`src/rtl/mm_pkg.sv`:
```
// Shared types and helpers for the memory-mapped one-to-many decoder.
package mm_pkg;

  typedef enum logic [1:0] {
    IDLE,
    ACCESS,
    DONE
  } state_t;

  // Slave index taken from the address bits above the slave window.
  function automatic int slave_index(input logic [31:0] addr, input int awidth, input int swidth);
    logic [31:0] mask;
    mask = (32'd1 << (awidth - swidth)) - 32'd1;
    return int'((addr >> swidth) & mask);
  endfunction

  function automatic int counter_width(input int timeout);
    return (timeout < 1) ? 1 : $clog2(timeout + 1);
  endfunction

endpackage

```
`src/rtl/mm_decoder_if.sv`:
```
// Master-side bus plus the per-slave fan-out bus of the decoder.
interface mm_decoder_if #(
  parameter int AWIDTH = 8,
  parameter int SWIDTH = 6,
  parameter int DWIDTH = 8,
  parameter int SLAVES = 3
);

  logic [AWIDTH-1:0]              s_addr;
  logic                           s_wreq;
  logic [DWIDTH-1:0]              s_wdat;
  logic                           s_rreq;
  logic [DWIDTH-1:0]              s_rdat;
  logic                           s_rdyn;
  logic [SLAVES-1:0][SWIDTH-1:0]  m_addr;
  logic [SLAVES-1:0]              m_wreq;
  logic [SLAVES-1:0][DWIDTH-1:0]  m_wdat;
  logic [SLAVES-1:0]              m_rreq;
  logic [SLAVES-1:0][DWIDTH-1:0]  m_rdat;
  logic [SLAVES-1:0]              m_rdyn;

  // The decoder itself takes the slave view of the upstream bus.
  modport slave (
    input  s_addr, s_wreq, s_wdat, s_rreq, m_rdat, m_rdyn,
    output s_rdat, s_rdyn, m_addr, m_wreq, m_wdat, m_rreq
  );

  modport master (
    output s_addr, s_wreq, s_wdat, s_rreq, m_rdat, m_rdyn,
    input  s_rdat, s_rdyn, m_addr, m_wreq, m_wdat, m_rreq
  );

endinterface

```
`src/rtl/mm_decoder.sv`:
```
// Registered one-to-many memory-mapped decoder with unmapped-address and
// hung-slave protection so the master always receives a completion.
module mm_decoder
  import mm_pkg::*;
#(
  parameter int               AWIDTH  = 8,
  parameter int               SWIDTH  = 6,
  parameter int               DWIDTH  = 8,
  parameter int               SLAVES  = 3,
  parameter int               TIMEOUT = 16,
  parameter logic [DWIDTH-1:0] ERRDATA = '0
) (
  input  logic       clk,
  input  logic       reset,
  mm_decoder_if.slave bus,
  output logic       err_unmap,
  output logic       err_tout
);

  localparam int CWIDTH = counter_width(TIMEOUT);

  state_t              state_q, state_d;
  logic [SWIDTH-1:0]   addr_q, addr_d;
  logic [DWIDTH-1:0]   wdat_q, wdat_d;
  logic                write_q, write_d;
  logic [SLAVES-1:0]   sel_q, sel_d;
  logic [CWIDTH-1:0]   cnt_q, cnt_d;
  logic [DWIDTH-1:0]   rdat_q, rdat_d;
  logic                errUnmap_q, errUnmap_d;
  logic                errTout_q, errTout_d;
  logic [DWIDTH-1:0]   selRdat;
  logic                selReady;
  int                  reqIdx;

  always_ff @(posedge clk or posedge reset) begin
    if (reset) begin
      state_q    <= IDLE;
      addr_q     <= '0;
      wdat_q     <= '0;
      write_q    <= 1'b0;
      sel_q      <= '0;
      cnt_q      <= '0;
      rdat_q     <= '0;
      errUnmap_q <= 1'b0;
      errTout_q  <= 1'b0;
    end else begin
      state_q    <= state_d;
      addr_q     <= addr_d;
      wdat_q     <= wdat_d;
      write_q    <= write_d;
      sel_q      <= sel_d;
      cnt_q      <= cnt_d;
      rdat_q     <= rdat_d;
      errUnmap_q <= errUnmap_d;
      errTout_q  <= errTout_d;
    end
  end

  // The one-hot select keeps non-selected slaves' rdyn/rdat out of the result.
  always_comb begin
    selRdat  = '0;
    selReady = 1'b0;
    for (int i = 0; i < SLAVES; i++) begin
      if (sel_q[i]) begin
        selRdat  |= bus.m_rdat[i];
        selReady |= ~bus.m_rdyn[i];
      end
    end
  end

  always_comb begin
    state_d    = state_q;
    addr_d     = addr_q;
    wdat_d     = wdat_q;
    write_d    = write_q;
    sel_d      = sel_q;
    cnt_d      = cnt_q;
    rdat_d     = rdat_q;
    errUnmap_d = 1'b0;
    errTout_d  = 1'b0;
    reqIdx     = slave_index(32'(bus.s_addr), AWIDTH, SWIDTH);

    case (state_q)
      IDLE: begin
        if (bus.s_wreq || bus.s_rreq) begin
          addr_d  = bus.s_addr[SWIDTH-1:0];
          wdat_d  = bus.s_wdat;
          write_d = bus.s_wreq;
          for (int i = 0; i < SLAVES; i++) begin
            sel_d[i] = (reqIdx == i);
          end
          if (reqIdx < SLAVES) begin
            state_d = ACCESS;
            cnt_d   = '0;
          end else begin
            state_d    = DONE;
            errUnmap_d = 1'b1;
            if (!bus.s_wreq) rdat_d = ERRDATA;
          end
        end
      end
      ACCESS: begin
        // A completion on the limit cycle beats the watchdog.
        if (selReady) begin
          if (!write_q) rdat_d = selRdat;
          state_d = DONE;
        end else if (TIMEOUT > 0 && cnt_q == CWIDTH'(TIMEOUT - 1)) begin
          if (!write_q) rdat_d = ERRDATA;
          errTout_d = 1'b1;
          state_d   = DONE;
        end else if (TIMEOUT > 0) begin
          cnt_d = cnt_q + CWIDTH'(1);
        end
      end
      DONE:    state_d = IDLE;
      default: state_d = IDLE;
    endcase
  end

  assign bus.m_wreq = (state_q == ACCESS &&  write_q) ? sel_q : '0;
  assign bus.m_rreq = (state_q == ACCESS && !write_q) ? sel_q : '0;
  assign bus.m_addr = {SLAVES{addr_q}};
  assign bus.m_wdat = {SLAVES{wdat_q}};
  assign bus.s_rdyn = (state_q != DONE);
  assign bus.s_rdat = rdat_q;
  assign err_unmap  = errUnmap_q;
  assign err_tout   = errTout_q;

endmodule

```
`src/flat_wrapper.sv`:
```
// flat-port wrapper written by rule: the top's interface ports become plain ports
module mm_decoder_flat import mm_pkg::*;
#(
  parameter int               AWIDTH  = 8,
  parameter int               SWIDTH  = 6,
  parameter int               DWIDTH  = 8,
  parameter int               SLAVES  = 3,
  parameter int               TIMEOUT = 16,
  parameter logic [DWIDTH-1:0] ERRDATA = '0
)
  (clk, reset, err_unmap, err_tout, bus_s_addr, bus_s_wreq, bus_s_wdat, bus_s_rreq, bus_m_rdat, bus_m_rdyn, bus_s_rdat, bus_s_rdyn, bus_m_addr, bus_m_wreq, bus_m_wdat, bus_m_rreq);
  mm_decoder_if #(.AWIDTH(AWIDTH), .SWIDTH(SWIDTH), .DWIDTH(DWIDTH), .SLAVES(SLAVES)) bus_i ();
  input  logic clk;
  input  logic reset;
  output logic err_unmap;
  output logic err_tout;
  input wire logic [$bits(bus_i.s_addr)-1:0] bus_s_addr;
  input wire logic [$bits(bus_i.s_wreq)-1:0] bus_s_wreq;
  input wire logic [$bits(bus_i.s_wdat)-1:0] bus_s_wdat;
  input wire logic [$bits(bus_i.s_rreq)-1:0] bus_s_rreq;
  input wire logic [$bits(bus_i.m_rdat)-1:0] bus_m_rdat;
  input wire logic [$bits(bus_i.m_rdyn)-1:0] bus_m_rdyn;
  output wire logic [$bits(bus_i.s_rdat)-1:0] bus_s_rdat;
  output wire logic [$bits(bus_i.s_rdyn)-1:0] bus_s_rdyn;
  output wire logic [$bits(bus_i.m_addr)-1:0] bus_m_addr;
  output wire logic [$bits(bus_i.m_wreq)-1:0] bus_m_wreq;
  output wire logic [$bits(bus_i.m_wdat)-1:0] bus_m_wdat;
  output wire logic [$bits(bus_i.m_rreq)-1:0] bus_m_rreq;
  assign bus_i.s_addr = bus_s_addr;
  assign bus_i.s_wreq = bus_s_wreq;
  assign bus_i.s_wdat = bus_s_wdat;
  assign bus_i.s_rreq = bus_s_rreq;
  assign bus_i.m_rdat = bus_m_rdat;
  assign bus_i.m_rdyn = bus_m_rdyn;
  assign bus_s_rdat = bus_i.s_rdat;
  assign bus_s_rdyn = bus_i.s_rdyn;
  assign bus_m_addr = bus_i.m_addr;
  assign bus_m_wreq = bus_i.m_wreq;
  assign bus_m_wdat = bus_i.m_wdat;
  assign bus_m_rreq = bus_i.m_rreq;
  mm_decoder #(.AWIDTH(AWIDTH), .SWIDTH(SWIDTH), .DWIDTH(DWIDTH), .SLAVES(SLAVES), .TIMEOUT(TIMEOUT), .ERRDATA(ERRDATA)) u_core (.clk(clk), .reset(reset), .bus(bus_i), .err_unmap(err_unmap), .err_tout(err_tout));
endmodule
```
`config.mk`:
```
export PLATFORM = sky130hd
export DESIGN_NAME = mm_decoder_flat
export DESIGN_NICKNAME = d
export VERILOG_FILES = /design/src/rtl/mm_pkg.sv /design/src/rtl/mm_decoder_if.sv /design/src/rtl/mm_decoder.sv /design/src/flat_wrapper.sv
export SDC_FILE = /design/constraint.sdc
export NUM_CORES = 1
export LEC_CHECK = 0
export BUFFER_PORTS_ARGS = -buffer_cell sky130_fd_sc_hd__buf_2
export CAP_MARGIN = 5
export CORE_UTILIZATION = 40
export DETAILED_ROUTE_END_ITERATION = 8
export HOLD_SLACK_MARGIN = 0.03
export PLACE_DENSITY_LB_ADDON = 0.08
export SLEW_MARGIN = 0
export SYNTH_ARGS = -nofsm -noshare
export SYNTH_HDL_FRONTEND = slang
export SYNTH_SLANG_ARGS = --single-unit
```
`constraint.sdc`:
```
create_clock -name clk -period 1.9 [get_ports clk]
set_input_delay 0.38 -clock clk [delete_from_list [all_inputs] [get_ports clk]]
set_output_delay 0.38 -clock clk [all_outputs]
set_load 0.005 [all_outputs]
```
==> reports/results.ini, run 1 <==
[grt]
grt_pass1_vias = 1448
grt_antenna_before_repair = 0
grt_max_degree = 36
overflow = 0
grt_pass1_wl_um = 6730
grt_usage = 0.175

[timing]
setup_viol = 0
worst_pin_slew_ns = 0.499
skew_ns = 0.00562
hold_viol = 0
timing.fmax_mhz = 531
hold_ws_ns = 0.188
slew_headroom = 0.665
final.setup.tns_ns = 0
slew_viol_final = 0
rsz0062_at_grt = yes
fin_crit_ns = 1.88
min_period_over_period = 0.992
setup_ws_ns = 0.0157

[routing]
drc = 0
first_iter_violations = 89
vias_per_cell = 4.93
dr.pass1.iters = 4
drt.antenna.violating_nets = 0
wl_um = 4370
wl_per_cell_um = 12.7
vias = 1696

[yosys]
syn-cell-area_um2 = 1870
yosys_warnings = 0
ys_seq_area_frac = 0.468
yosys.area.top_type_share = 0.468
synthFlopType = dfrtp_1
ys_ff_latch = 35
synth_area_leader_cell = dfrtp_1
synth_cell_type_count = 36
synth_cells = 199
synth-edff-count = 0
synth.avg_cell_area_um2 = 9.41
syn-num-nets = 248
async_reset_ff_frac = 1.00
synth_area_leaders = dfrtp_1 47%, buf_4 11%, nand2_1 9.8%

[setup_path]
crit_slowest_cell = or4_1
cpPeakStageDelay_ns = 0.41
crit_path_cell_trace = ha_2, and3_4, ha_4, inv_2, o2111a_2, a21oi_4, or4_1, a21boi_1
worstSetupPathType = flip-flop to flip-flop
cpLargestDelayFamily = simple AND/OR/NAND/NOR gates
cp-start-kind = flip-flop
cp_num_buf_inv = 1
cp.arrival_ns = 2.09
worstPathRequired_ns = 2.11
cp-end-kind = flip-flop
critPathMaxFanout = 3

[final_layout]
area_growth_pct = 33.2
stdcell_area_um2 = 2490
drive_gt1_frac = 0.510
diodes = 0
nNetsFinal = 340
fill_cells = 429
layout.cells.most_common = buf_2
layout_common_cells = 105 x buf_2, 49 x nand2_1, 34 x dfrtp_1

[power]
p_seq_frac = 0.342
switching_share = 0.383
clockPowerShare = 0.162
power_mw = 3.63
power_switching_mw = 1.39
intPower_mw = 2.24
power.density_nw_per_um2 = 1460
combPwrFrac = 0.497
p_leak_nw = 1.37
ir_drop_mv = 0.555

[cts]
cts_root_buffer = clkbuf_8
insertion_delay_ns = 0.28
clockBufferDepth = 2
clk_pin_slew_ns = 0.07
tritoncts = built
clkSinkCount = 35
cts_buffers = 5
htreeDepth = 2

[floorplanning]
dieArea_um2 = 4960
die_y_um = 70.4
rows = 24
core_um2 = 4410
die_x_um = 70.4
ioPinCount = 106
start_util = 0.424

[place]
portBuffers = 105
dpl.hpwl_um = 3210
dp_slack_ns = -0.00990
placed_cell_area_um2 = 2320
gp_congestion = 0.732

[outcome]
status = finished clean

[run]
drv_cap = 0

[worst_hold_path]
min-delay-path-class = input pin to asynchronous set/reset pin

-- cells in the mapped netlist, types with 2 or more instances --
cell and number:
nand2_1 49, dfrtp_1 35, buf_4 28, nor2_1 17, a222oi_1 8, mux2_2 7
inv_1 6, o21ai_0 5, and3_1 4, clkbuf_1 4, nand2b_1 4, nor3_1 4
buf_2 2, ha_1 2, nand3b_1 2, o31ai_1 2
-- metrics by stage --
step | instances | utilization
after floorplan | 199 | -
after global placement | 332 | 0.525
after detailed placement | 332 | 0.525
after CTS | 342 | 0.551
after global routing | 344 | 0.565
final | 344 | 0.565
-- power groups by stage --
stage | Clock [mW] | Combinational (mW) | Sequential [mW]
floorplan | 0 | 1.30 | 1.26
global placement | 0 | 1.75 | 1.25
detailed placement | 0 | 1.75 | 1.25
CTS | 0.605 | 1.78 | 1.24
global route | 0.636 | 2.00 | 1.29
finish | 0.587 | 1.80 | 1.24
-- routing by layer --
metal | vias to the layer above | share of wire | GRT usage
met5 | - | 0 | 0
met4 | 0 | 0.013 | 0.0800
met3 | 5 | 0.077 | 0.0418
met2 | 73 | 0.49 | 0.290
met1 | 781 | 0.42 | 0.215
li1 | 837 | - | -
-- kinds of logic after synthesis --
family                   Yosys count  share of synthesized area
flip-flops                        35                      0.468
adder cells (fa/ha/maj)            2                     0.0134
multiplexers                       8                     0.0481
buffers and inverters             42                      0.148
AO/OA/AOI/OAI                     27                      0.128
AND/OR/NAND/NOR                   85                      0.194
-- sequential cells by signal (all words and copies together) (netlist names) --
name / cells
u_core.err_tout: 1
u_core.state_q: 2
u_core.bus.s_rdat: 8
u_core.write_q: 1
u_core.addr_q: 6
u_core.cnt_q: 5
u_core.sel_q: 3
u_core.wdat_q: 8
u_core.err_unmap: 1
-- path summary, 6_finish.rpt --
check,startpoint,end,slack [ns],cells after the start
max in group asynchronous,reset,u_core.state_q[0],1.36,3
min in group clk,bus_s_wdat[6],u_core.wdat_q[6],0.28,3
min,reset,u_core.wdat_q[5],0.19,3
min reg2reg,u_core.addr_q[0],u_core.addr_q[0],0.50,2
max reg2reg,u_core.cnt_q[1],u_core.cnt_q[3],0.02,8
max,u_core.cnt_q[1],u_core.cnt_q[3],0.02,8
-- worst reg2reg max path, delay by kind of cell, from the launching register on --
kind | cells | cell delay, ns
adders and majority gates | 2 | 0.35
and+or+nand+nor | 2 | 0.59
DFF | 1 | 0.39
buffers and inverters | 1 | 0.05
AOI/OAI and AO/OA | 3 | 0.44
-- timing repair --
item                                    CTS  global route
setup buffers                             2             2
gates resized for setup                   0             8
hold buffers                              0             0
pin swaps                                 0             1
endpoints found under the setup margin    2            13
-- layout make-up --
cell class | instances | area [um^2] | area share
tap | 52 | 65.1 | 0.0261
multi-input combinational | 122 | 771 | 0.309
sequential | 35 | 877 | 0.352
inverter | 7 | 31.3 | 0.0125
timing repair buffer | 120 | 651 | 0.261
clock buffer | 8 | 100 | 0.0401
Note: power is estimated with default switching activity, not from simulation.
==> inputs of run 2 (changes only) <==
REMOVE_ABC_BUFFERS = 1   (was not set)
==> run 2 against run 1 <==
Net effect:
- first-iteration DRC count fell by 26%
- worst setup slack got worse by 0.038 ns
- largest cell class unchanged
- sequential power barely moved
- combinational power rose by 3%
- fmax fell by 2.0%
- final area rose by 1.5%
- the run now ends with negative setup slack left
- routed wire length rose by 4.4%
- sequential share of layout area fell by 0.55 points
==> reports/results.ini, run 2 (synthesis gave the netlist of run 1 again) <==
[grt]
grt_pass1_vias = 1639  ; +13%
grt_antenna_before_repair = 0  ; unchanged
grt_usage = 0.199  ; +0.0235
grt_pass1_wl_um = 7650  ; +14%
grt_max_degree = 36  ; unchanged
overflow = 0  ; unchanged

[final_layout]
stdcell_area_um2 = 2530  ; +1.5%
final_util = 0.573  ; +0.00822
layout_common_cells = 105 x buf_2, 49 x nand2_1, 35 x dfrtp_1
nNetsFinal = 347  ; +2.1%
fill_cells = 413  ; -3.7%
area_growth_pct = 35.1
layout.cells.most_common = buf_2
diodes = 0  ; unchanged
drive_gt1_frac = 0.522  ; +0.0115

[timing]
skew_ns = 0.00743  ; +0.00181 ns
slew_headroom = 0.694  ; +0.0292
slew_viol_final = 0  ; unchanged
timing.fmax_mhz = 520  ; -2.0%
min_period_over_period = 1.01  ; +0.0200
final.setup.tns_ns = -0.0536  ; -0.0536 ns
setup_ws_ns = -0.0223  ; -0.0380 ns
fin_crit_ns = 1.92  ; +0.0380 ns
worst_pin_slew_ns = 0.458  ; -0.0405 ns
hold_ws_ns = 0.174  ; -0.0138 ns
setup_viol = 3  ; +3
hold_viol = 0  ; unchanged
rsz0062_at_grt = yes

[routing]
wl_um = 4570  ; +4.4%
vias_per_cell = 4.89  ; -0.90%
dr.pass1.iters = 4  ; unchanged
drt.antenna.violating_nets = 0  ; unchanged
vias = 1715  ; +1.1%
drc = 0  ; unchanged
first_iter_violations = 66  ; -26%
wl_per_cell_um = 13.0  ; +2.3%

[power]
switching_share = 0.394  ; +0.0104
power_mw = 3.62  ; -0.29%
clockPowerShare = 0.145  ; -0.017
power.density_nw_per_um2 = 1430  ; -1.7%
ir_drop_mv = 0.639  ; +15%
power_switching_mw = 1.43  ; +2.4%
combPwrFrac = 0.511  ; +0.014
p_leak_nw = 1.41  ; +2.3%
p_seq_frac = 0.344  ; +0.002
intPower_mw = 2.20  ; -2.0%

[floorplanning]
start_util = 0.424  ; unchanged
rows = 24  ; unchanged
ioPinCount = 106  ; unchanged
core_um2 = 4410  ; unchanged
die_y_um = 70.4  ; unchanged
die_x_um = 70.4  ; unchanged
dieArea_um2 = 4960  ; unchanged

[cts]
insertion_delay_ns = 0.29  ; about the same
htreeDepth = 2  ; unchanged
clockBufferDepth = 2  ; unchanged
cts_buffers = 5  ; unchanged
tritoncts = built
clk_pin_slew_ns = 0.08  ; about the same
hold_buffers = 0  ; unchanged
cts_root_buffer = clkbuf_8
clkSinkCount = 35  ; unchanged

[setup_path]
reg2reg_from = u_core.cnt_q[0]
cp.arrival_ns = 2.09  ; about the same
cp_num_buf_inv = 3  ; +2
r2r_setup_slack_ns = -0.02  ; -0.04 ns
cp-start-kind = flip-flop
cp.depth = 9  ; +1
reg2reg_depth = 9  ; +1
endpoint = u_core.bus.s_rdat[1]
r2r_end = u_core.bus.s_rdat[1]
cpPeakStageDelay_ns = 0.39  ; -0.02 ns
critPathMaxFanout = 7  ; +4
cp-end-kind = flip-flop
worstPathRequired_ns = 2.07  ; -0.04 ns
cpLargestDelayFamily = flip-flops
worstSetupPathType = flip-flop to flip-flop
crit_slowest_cell = dfrtp_1
startpoint = u_core.cnt_q[0]
crit_path_cell_trace = ha_2, and3_4, ha_4, inv_2, o2111a_2, buf_6, o32ai_4, buf_12, mux2_4

[outcome]
violations = negative setup slack
status = finished, violations left

[place]
gp_congestion = 0.830  ; +13%
portBuffers = 105  ; unchanged
placed_cell_area_um2 = 2350  ; +1.4%
dpl.hpwl_um = 3320  ; +3.3%

[worst_hold_path]
min-delay-path-class = input pin to asynchronous set/reset pin

[run]
drv_cap = 0  ; unchanged

-- run 2: cell types whose count changed in the layout (fill, tap and decap cells not counted) --
cell	previous run	this run
clkinv_2	0	3
nor2_1	16	15
clkbuf_8	7	5
o31ai_1	1	2
buf_4	14	20
clkbuf_1	1	0
o31ai_2	1	0
nor2_2	1	2
dfrtp_2	1	0
buf_6	0	1
dfrtp_1	34	35
-- run 2: worst min path at each step --
stage          slack (ns)  depth (start not counted)              endpoint
3_5_place_dp         0.49                          1  u_core.bus.s_rdat[6]
3_3_place_gp         0.47                          1  u_core.bus.s_rdat[6]
5_1_grt              0.22                          3      u_core.addr_q[0]
6_report             0.17                          3      u_core.addr_q[2]
2_1_floorplan        0.48                          2       u_core.cnt_q[4]
4_1_cts              0.19                          3      u_core.addr_q[2]
-- run 2: layer usage --
layer,up-vias,wire [um],track usage
met5,-,0,0
met4,0,59,0.0667
met3,6,420,0.0563
met2,85,2150,0.324
met1,774,1930,0.253
li1,850,-,-
-- run 2: stage by stage --
stage          setup slack (ns)  instances
3_5_place_dp             -0.126        338
4_1_cts                 -0.0162        349
2_1_floorplan            -0.253        164
6_report                -0.0223        351
3_3_place_gp            -0.0719        338
5_1_grt                 -0.0888        351
-- run 2: cell type report --
| type | count | area, um^2 | area share |
|---|---|---|---|
| repair buffers | 127 | 707 | 0.279 |
| multi-input cells | 122 | 768 | 0.304 |
| clock buffers | 5 | 68.8 | 0.0272 |
| inverters | 7 | 31.3 | 0.0124 |
| flip-flops and latches | 35 | 876 | 0.346 |
| well taps | 52 | 65.1 | 0.0257 |
| clock inverters | 3 | 15.0 | 0.00593 |
-- run 2: worst reg2reg max path, stage by stage (launching register included) --
cell	delay (ns)
dfrtp_1	0.39
ha_2	0.19
and3_4	0.18
ha_4	0.15
inv_2	0.05
o2111a_2	0.22
buf_6	0.11
o32ai_4	0.08
buf_12	0.15
mux2_4	0.29
-- run 2: power groups by stage --
| stage | Sequential [mW] | Clock [mW] | Combinational [mW] |
|---|---|---|---|
| after CTS | 1.25 | 0.548 | 1.86 |
| after global routing | 1.29 | 0.581 | 2.07 |
| final | 1.25 | 0.526 | 1.85 |
| after floorplan | 1.38 | 0 | 0.715 |
| after detailed placement | 1.25 | 0 | 1.79 |
| after global placement | 1.25 | 0 | 1.77 |
-- run 2: what timing repair did --
| action | CTS | global route |
|---|---|---|
| setup buffers | 3 | 2 |
| pin swaps | 4 | 2 |
| setup endpoints to repair | 11 | 12 |
| resized for setup | 10 | 2 |
| gates cloned | 0 | 0 |
==> inputs of run 3 (changes only) <==
ABC_AREA = 1   (was not set)
CORE_UTILIZATION = 41   (was 40)
==> run 3 against run 2 <==
Net effect:
- the run now ends clean
- count of clock-buffer cells in the layout is 1 higher
- area after synthesis is 8.1% higher
- routed wire length is 2.4% higher
- highest routed layer unchanged
==> reports/results.ini, run 3 <==
[outcome]
status = finished clean

[power]
power.density_nw_per_um2 = 1520  ; +6.1%
p_leak_nw = 1.53  ; +9.2%
ir_drop_mv = 0.744  ; +16%

[final_layout]
drive_gt1_frac = 0.380  ; -0.141
seq_area_um2 = 876  ; unchanged
layout.cells.most_common = nand2_1
multi_input_area_um2 = 808  ; +5.2%
nNetsFinal = 403  ; +16%
layout_common_cells = 109 x nand2_1, 105 x buf_2, 35 x dfrtp_1
fill_cells = 460  ; +11%
area_growth_pct = 24.8
diodes = 0  ; unchanged

[cts]
post_cts_buffers = 0  ; -3
htreeDepth = 2  ; unchanged
clkSinkCount = 35  ; unchanged
cts_buffers = 5  ; unchanged
clockBufferDepth = 2  ; unchanged
clk_pin_slew_ns = 0.07  ; about the same
insertion_delay_ns = 0.29  ; about the same
cts_root_buffer = clkbuf_8
tritoncts = built
hold_buffers = 0  ; unchanged
post_cts_resized = 0  ; -10

[timing]
worst_pin_slew_ns = 0.442  ; -0.0166 ns
skew_ns = 0.00605  ; -0.00139 ns
min_period_over_period = 0.897  ; -0.115
hold_viol = 0  ; unchanged
slew_headroom = 0.705  ; +0.0103
rsz0062_at_grt = no
setup_ws_ns = 0.196  ; +0.218 ns
fin_crit_ns = 1.70  ; -0.218 ns
setup_viol = 0  ; -3
final.setup.tns_ns = 0  ; +0.0536 ns
timing.fmax_mhz = 587  ; +13%
slew_viol_final = 0  ; unchanged

[floorplanning]
start_util = 0.429  ; +0.00429
die_x_um = 72.3  ; +2.6%
ioPinCount = 106  ; unchanged
core_um2 = 4720  ; +7.0%
dieArea_um2 = 5220  ; +5.3%
die_y_um = 72.3  ; +2.6%
rows = 25  ; +4.2%

[routing]
drt.antenna.violating_nets = 0  ; unchanged
wl_per_cell_um = 11.1  ; -15%
dr.pass1.iters = 4  ; unchanged
vias = 1882  ; +9.7%
wl_um = 4680  ; +2.4%
vias_per_cell = 4.46  ; -8.7%
first_iter_violations = 164  ; +150%
drc = 0  ; unchanged

[setup_path]
cp-end-kind = flip-flop
crit_top_cell = nand2_1
crit_path_cell_trace = ha_1, nand2_1, nor2_1, ha_1, inv_1, nand2_1, nor2_1, nor2_4, nand3_1, nand2_1
worstSetupPathType = flip-flop to flip-flop
cp-start-kind = flip-flop
cpPeakStageDelay_ns = 0.43  ; +0.04 ns
crit_slowest_cell = dfrtp_1
cp.arrival_ns = 1.88  ; -0.21 ns
worstPathRequired_ns = 2.08  ; about the same
critPathMaxFanout = 8  ; +1

[grt]
grt_usage = 0.195  ; -0.00382
overflow = 0  ; unchanged
grt_pass1_vias = 1689  ; +3.1%
grt_pass1_wl_um = 7700  ; +0.72%
grt_max_degree = 36  ; unchanged
busiest_layer = met2
grt_use_met2 = 0.314  ; -0.0102
grt_antenna_before_repair = 0  ; unchanged
grt_use_met1 = 0.242  ; -0.0105
use_met3 = 0.0625  ; +0.00622

[yosys]
synth_most_common_cell = nand2_1
ys_seq_area_frac = 0.433  ; -0.0350
synth.avg_cell_area_um2 = 7.44  ; -21%
ys_ff_latch = 35  ; unchanged
yosys_warnings = 0  ; unchanged
synth_area_leaders = dfrtp_1 43%, nand2_1 20%, buf_4 13%
synth_cells = 272  ; +37%
yosys.area.top_type_share = 0.433  ; -0.0350
synth-edff-count = 0  ; unchanged
async_reset_ff_frac = 1.00  ; unchanged
syn-cell-area_um2 = 2020  ; +8.1%
synth_cell_type_count = 20  ; -44%
synth_area_leader_cell = dfrtp_1
synth_common_cells = 109 x nand2_1, 35 x dfrtp_1, 34 x buf_4
synthFlopType = dfrtp_1

[worst_hold_path]
min-delay-path-class = input pin to asynchronous set/reset pin

[place]
portBuffers = 105  ; unchanged
dp_slack_ns = 0.243  ; +0.369 ns
dpl.hpwl_um = 3450  ; +3.8%
gp_congestion = 0.777  ; -6.4%

[run]
drv_cap = 0  ; unchanged

[run 3: changes by cell type in the layout (fill, tap and decap cells not counted), sizes merged, moves of 6 or more]
cell / before / now
inv: 6 / 21
nor2: 17 / 28
mux2: 8 / 0
nand3: 1 / 19
a21oi: 2 / 8
buf: 127 / 110
nand2: 49 / 114
a222oi: 8 / 0
[run 3: per-layer routing]
metal	vias up	part of all wire
met5	-	0
met4	0	0.014
met3	6	0.096
met2	92	0.47
met1	820	0.42
li1	964	-
[run 3: final cells by class]
cell class,count,share of cell area
Tap cell,67,0.0332
Sequential cell,35,0.347
Clock buffer,6,0.0327
Inverter,21,0.0312
Clock inverter,2,0.0139
Multi-Input combinational cell,181,0.320
Timing Repair Buffer,110,0.223
[run 3: path summary, 6_finish.rpt]
kind | start | endpoint | slack, ns | depth (start not counted)
worst max-delay path | u_core.cnt_q[0] | u_core.bus.s_rdat[6] | 0.20 | 10
worst min-delay path | reset | u_core.wdat_q[6] | 0.18 | 3
worst max register to register | u_core.cnt_q[0] | u_core.bus.s_rdat[6] | 0.20 | 10
worst min register to register | u_core.bus.s_rdat[5] | u_core.bus.s_rdat[5] | 0.48 | 2
max in group asynchronous | reset | u_core.bus.s_rdat[1] | 1.40 | 3
min in group clk | bus_s_addr[4] | u_core.addr_q[4] | 0.29 | 3
[run 3: worst max-delay path: cells and delay by family (launching register included)]
kind,cells,cell delay (ns)
and+or+nand+nor,7,0.69
DFF,1,0.43
adders and majority gates,2,0.42
buffers and inverters,1,0.07
[run 3: logic make-up (layout without fill, tap and decap cells)]
kind of cell / count (synthesis) / after routing / share of synthesized area
simple gates: 166 / 166 / 0.352
compound gates: 13 / 13 / 0.0321
flops: 35 / 35 / 0.433
buf+inv: 56 / 139 / 0.171
fa+ha+maj: 2 / 2 / 0.0124
[run 3: power breakdown]
part	internal (mW)	switching, mW
Sequential	1.03	0.228
Clock	0.424	0.271
Combinational	0.763	1.12
[run 3: stage by stage]
stage | instances | hold WS, ns | util | power [mW] | cell area, um^2
after floorplan | 237 | 0.442 | - | 2.28 | 1760
after global placement | 414 | 0.458 | 0.509 | 3.15 | 2400
after detailed placement | 414 | 0.462 | 0.509 | 3.17 | 2400
after CTS | 422 | 0.190 | 0.534 | 3.88 | 2520
after global routing | 422 | 0.227 | 0.535 | 4.22 | 2530
final | 422 | 0.180 | 0.535 | 3.84 | 2530
